**src/rtl/item_count_bank.sv**
```systemverilog
// item_count_bank: eight saturating item counters with a vend/restock FSM that times the dispense pulse
module item_count_bank #(
  parameter int WIDTH       = 4,
  parameter int INIT_COUNT  = 5,
  parameter int MAX_COUNT   = 15,
  parameter int DISP_CYCLES = 4
) (
  input  logic             clk,
  input  logic             rst,
  input  logic             s2,
  input  logic             s1,
  input  logic             s0,
  input  logic             vend,
  input  logic             restock,
  input  logic [WIDTH-1:0] restock_val,
  output logic [WIDTH-1:0] w0,
  output logic [WIDTH-1:0] w1,
  output logic [WIDTH-1:0] w2,
  output logic [WIDTH-1:0] w3,
  output logic [WIDTH-1:0] w4,
  output logic [WIDTH-1:0] w5,
  output logic [WIDTH-1:0] w6,
  output logic [WIDTH-1:0] w7,
  output logic             dispense,
  output logic             done,
  output logic             sold_out,
  output logic             busy
);
  localparam int CW = $clog2(DISP_CYCLES + 1);
  typedef enum logic [2:0] {S_IDLE, S_CHECK, S_DISP, S_DONE, S_SOLD} state_t;
  state_t           state;
  logic [WIDTH-1:0] slot [8];
  logic [2:0]       sel, sel_q;
  logic [CW-1:0]    cnt;
  logic [WIDTH:0]   sum;
  assign sel = {s2, s1, s0};
  // one extra bit so the restock sum can be clamped instead of wrapping
  assign sum = {1'b0, slot[sel]} + {1'b0, restock_val};
  assign {w0, w1, w2, w3} = {slot[0], slot[1], slot[2], slot[3]};
  assign {w4, w5, w6, w7} = {slot[4], slot[5], slot[6], slot[7]};
  always_ff @(posedge clk) begin
    if (rst) begin
      for (int i = 0; i < 8; i++) slot[i] <= WIDTH'(INIT_COUNT);
      state    <= S_IDLE;
      sel_q    <= '0;
      cnt      <= '0;
      dispense <= 1'b0;
      done     <= 1'b0;
      sold_out <= 1'b0;
      busy     <= 1'b0;
    end else begin
      case (state)
        S_IDLE:
          if (vend) begin
            sel_q <= sel;
            busy  <= 1'b1;
            state <= S_CHECK;
          end else if (restock) begin
            slot[sel] <= (sum > (WIDTH+1)'(MAX_COUNT)) ? WIDTH'(MAX_COUNT) : sum[WIDTH-1:0];
          end
        S_CHECK:
          if (slot[sel_q] == '0) begin
            sold_out <= 1'b1;
            state    <= S_SOLD;
          end else begin
            slot[sel_q] <= slot[sel_q] - 1'b1;
            cnt         <= '0;
            dispense    <= 1'b1;
            state       <= S_DISP;
          end
        S_DISP:
          if (cnt == CW'(DISP_CYCLES - 1)) begin
            dispense <= 1'b0;
            done     <= 1'b1;
            state    <= S_DONE;
          end else begin
            cnt <= cnt + 1'b1;
          end
        S_DONE: begin
          done  <= 1'b0;
          busy  <= 1'b0;
          state <= S_IDLE;
        end
        S_SOLD: begin
          sold_out <= 1'b0;
          busy     <= 1'b0;
          state    <= S_IDLE;
        end
        default: state <= S_IDLE;
      endcase
    end
  end
endmodule
```
**config.mk**
```make
export PLATFORM = sky130hd
export DESIGN_NAME = item_count_bank
export DESIGN_NICKNAME = d
export VERILOG_FILES = /design/src/rtl/item_count_bank.sv
export SDC_FILE = /design/constraint.sdc
export NUM_CORES = 1
export LEC_CHECK = 0
export CAP_MARGIN = 20
export CORE_AREA = 2 2 83 105
export DETAILED_ROUTE_END_ITERATION = 10
export DIE_AREA = 0 0 85 107
export GPL_TIMING_DRIVEN = 0
export PLACE_DENSITY_LB_ADDON = 0.1
export SYNTH_ARGS = -nofsm -noshare
export SYNTH_HDL_FRONTEND = slang
export SYNTH_SLANG_ARGS = --single-unit
```
**constraint.sdc**
```tcl
create_clock -name clk -period 3.5 [get_ports clk]
set_input_delay 0.7 -clock clk [delete_from_list [all_inputs] [get_ports clk]]
set_output_delay 0.7 -clock clk [all_outputs]
set_load 0.01 [all_outputs]
```
# Yosys cells after proc, flatten, opt, wreduce, memory -nomap -nowiden
# Memories as Yosys holds them, arrays and structs flattened. A register that Yosys moved wholly into a read port is not among the register bits.
# Index checks and enable logic that the tools add are counted.
dict set report word_totals {
  regBits 13
  inputBits 11
  memories 1
  ram_bits 32
}
# memory words word_bits rd rd_ports_with_merged_regs wr line_no
set memory_table {}
lappend memory_table {slot 8 4 10 1 8 32} ;# logic [WIDTH-1:0] slot [8];
dict set report classes {
  addsub 3
  n_lt_le_gt_ge 1
  reduce_logical 16
  mux 36
  eq_ne 10
}
# op count
set op_table {}
lappend op_table {{$mux W3} 9}
lappend op_table {{$mux W1} 18}
lappend op_table {{$mux W4} 3}
lappend op_table {{$ne A2 B2 Y1 const B} 5}
lappend op_table {{$reduce_and A2 Y1} 5}
lappend op_table {{$eq A3 B2 Y1 const B} 3}
lappend op_table {{$pmux W3 S3} 1}
lappend op_table {{$pmux W1 S2} 4}
lappend op_table {{$reduce_bool A2 Y1} 4}
lappend op_table {{$reduce_or A4 Y1} 2}
lappend op_table {{$pmux W3 S2} 1}
lappend op_table {{$reduce_and A3 Y1} 2}
lappend op_table {{$add A4 B4 Y5} 1}
lappend op_table {{$gt A5 B4 Y1 const B} 1}
lappend op_table {{$logic_not A4 Y1} 1}
lappend op_table {{$sub A4 B1 Y4 const B} 1}
lappend op_table {{$add A3 B1 Y3 const B} 1}
lappend op_table {{$eq A3 B1 Y1 const B} 1}
lappend op_table {{$eq A3 B3 Y1 const B} 1}
lappend op_table {{$logic_not A3 Y1} 1}
lappend op_table {{$reduce_or A2 Y1} 1}

# Logic depth before layout (Yosys ltp)
dict set report logic_depth {
  depth_word 8
  depth_mapped 13
}

# Least setup slack after synthesis
# No wires, ideal clock.
dict set report synth_path {
  path_type {in2reg}
  startpoint {input port s0}
  endpoint {memory slot[0][2] (data pin)}
  setup_slack_ns -0.338
  t_arrival_ns 3.569
  cell_stages 13
  required_ns 3.231
  path_cell_list {clkbuf_1 > clkbuf_1 > mux4_2 > mux2_2 > ha_1 > inv_1 > fa_1 > nor2b_1 > o21a_1 > nor2_1 > a32oi_1 > o21ai_1 > nand2b_1}
}
# element line_no
set synth_lines {}
lappend synth_lines {{start: declaration} 12} ;# input logic s0,
lappend synth_lines {{end: declaration} 32}

==> metrics <==
hold crit path type=reg2reg; required time worst endpoint=3.55 ns; Die X-Extent=85 um; worst-margin pin slew=0.572 ns; dpl hpwl=5730 um; Max Slew Vio Count=0; crit path to=slot[3][2]; r2r setup slk=0.32 ns; Post-Syn Nets=259; H-Tree Depth=2; most numerous cell in the Yosys netlist=edfxtp_1; fin crit share=94.4%; Die Area=0.00910 sq mm; Crit. End Element=flop; RR Endpoint=slot[1][0]; Seq/Total Area, Yosys=46.3%; antenna-violating nets left=0; startpoint types=input pin; Leak Pwr=0.00117 uW; core area=0.00810 sq mm; dominant cells by area after synthesis=edfxtp_1 35%, dfxtp_1 12%, mux4_2 11%, mux2i_1 4.0%, nand2_1 3.4%; Synth cell types=50; synthesized cell area=0.00277 sq mm; clk buf depth=2; DR vias=2097; post-route cell area=0.00354 sq mm; gpl congestion=0.802; drt total wl=7410 um; CP arrival=3.36 ns; Die Y-Extent=107 um; Vias per Instance=5.35; post-synthesis async set-or-reset flop share=0%; Post-synth top cells=32 x edfxtp_1, 25 x nand2_1, 16 x dfxtp_1, 16 x nor2_1, 15 x nor2b_1; cells after synthesis=240; cell row count=37; Layout area overhead=27.9%; Starting Density=34.2%; switching power=369 uW; Critical Path Start=s0; Clock Skew=0.0155 ns; Root Buffer=clkbuf_8; share of layout cells above drive strength 1=16.9%; Seq pwr share=45.6%; DRC viols=0; Synth Warn #=0; number of synthesized flops with an enable pin=32; sw frac=26.2%; I/O pin count=47; internal power=1040 uW; MaxCap Viol Count=0; Ant. Diodes=0; Logic pwr share=19.4%; Slew headroom=61.8%; Num CTS Buffers=5; Setup Crit Path Kind=in2reg; total power=1410 uW; largest net degree at the start of global routing=17; worst r2r path cells=9; first-iteration detailed-routing DRC count=83; Skew-Pair Late Insertion Delay=0.31 ns; Max IR drop VDD=0.213 mV; Port Buffers=44; placed cell areas=0.00334 sq mm; Avg Cell Area, Syn=11.5 sq um; CTS tree=built; nets@finish=313; Total Routing Usage GR=16.6%; Cell Pwr Density=398 mW/mm^2; endpoints failing setup=0; initial antenna violation count=0; routed length per instance=18.9 um; final hold vios=0; Sink Count=48; global-route wire length before repair=11500 um; Synth top area share=34.7%; status=finished, final reports clean; clock power share=35.1%; vias in the first global route=2114; Final min period=3.30 ns; final hold slack=0.472 ns; fmax=303 MHz; GRT overflow=0; Seq cells post-synth=48; Main synth FF type=edfxtp_1; post-synth top area cell=edfxtp_1; unrepaired setup endpoints after global routing=no; crit-path max FO=10; clock slew at reported path FFs=0.10 ns; drt first pass iters=5
layer usage:
layer	vias to the layer above	track usage, %	wire, um
met5	-	0	0
met1	1018	21.7	3220
met3	9	3.31	377
met2	68	27.8	3680
li1	1002	-	-
met4	0	4.88	138
cells in the final DEF, fill, tap and decap left out, types with 4 or more instances in the layout:
cell             count
clkdlybuf4s50_1     43
edfxtp_1            32
nand2_1             25
dfxtp_1             16
nor2_1              15
nor2b_1             15
mux4_2              14
mux2i_1             11
nand2b_1            11
inv_1                8
clkbuf_1             7
a21oi_1              7
ha_1                 7
clkbuf_8             6
mux2_2               4
or2_2                4
o22ai_1              4
or2_1                4
nand3_1              4
cell type report:
| cell class | count | area [sq um] |
|---|---|---|
| buffer | 12 | 75.1 |
| clock buffer | 5 | 68.8 |
| clock inverter | 3 | 68.8 |
| fill | 764 | 4560 |
| inverter | 8 | 30.0 |
| multi-input combinational | 172 | 1420 |
| sequential | 48 | 1280 |
| tap | 97 | 121 |
| timing repair buffer | 47 | 474 |
flip-flops by register name, indices dropped and copies added, names as in the netlist, named ones only:
name,cells
done,1
sel_q,3
state,3
slot,32
sold_out,1
dispense,1
busy,1
cnt,3
critical path, cell delays in order:
cell      delay [ns]
clkbuf_4        0.20
buf_6           0.17
mux4_2          0.51
mux2_2          0.30
ha_1            0.20
inv_1           0.07
fa_1            0.20
nor2b_1         0.06
o21a_1          0.18
nor2_2          0.18
a32oi_1         0.18
o21ai_4         0.20
buf_12          0.15
nand2_1         0.06
cells by family (layout without fill, tap and decap cells):
family,count (synthesis),count (layout),synth area share (%)
mux,30,30,17.5
fa+ha+maj,8,8,3.89
flops,48,48,46.3
buf+inv,20,75,3.03
simple gates,94,94,17.8
xor+xnor,2,2,0.633
compound gates,38,38,10.8
power by group through the flow:
stage / combinational, uW / clock [uW] / sequential [uW]
6_report: 273 / 493 / 641
5_1_grt: 298 / 522 / 644
4_1_cts: 274 / 499 / 641
3_5_place_dp: 249 / 0 / 655
3_3_place_gp: 249 / 0 / 655
2_1_floorplan: 157 / 0 / 654
through the flow:
step	instances	TNS [ns]	utilization (%)	setup slack [ns]
after detailed placement	381	-23.39	41.2	-0.897
after floorplan	240	0	-	0.0207
after CTS	392	0	43.6	0.0347
after global routing	392	0	43.7	0.0510
after global placement	381	-23.64	41.2	-0.915
final	392	0	43.7	0.196
worst min path at each step:
stage | startpoint | slack (ns) | depth (start not counted) | endpoint
2_1_floorplan | cnt[1] | 0.45 | 2 | cnt[1]
3_3_place_gp | cnt[1] | 0.46 | 2 | cnt[1]
3_5_place_dp | sold_out | 0.47 | 2 | sold_out
4_1_cts | sold_out | 0.48 | 2 | sold_out
5_1_grt | cnt[1] | 0.51 | 2 | cnt[1]
6_report | sold_out | 0.47 | 2 | sold_out
timing repair:
action / 4_1_cts / 5_1_grt
setup buffers: 3 / 0
hold buffers: 0 / 0
pin swaps: 2 / 0
resized for setup: 8 / 4
setup endpoints to repair: 32 / 8
(Power assumes the default switching activity.)
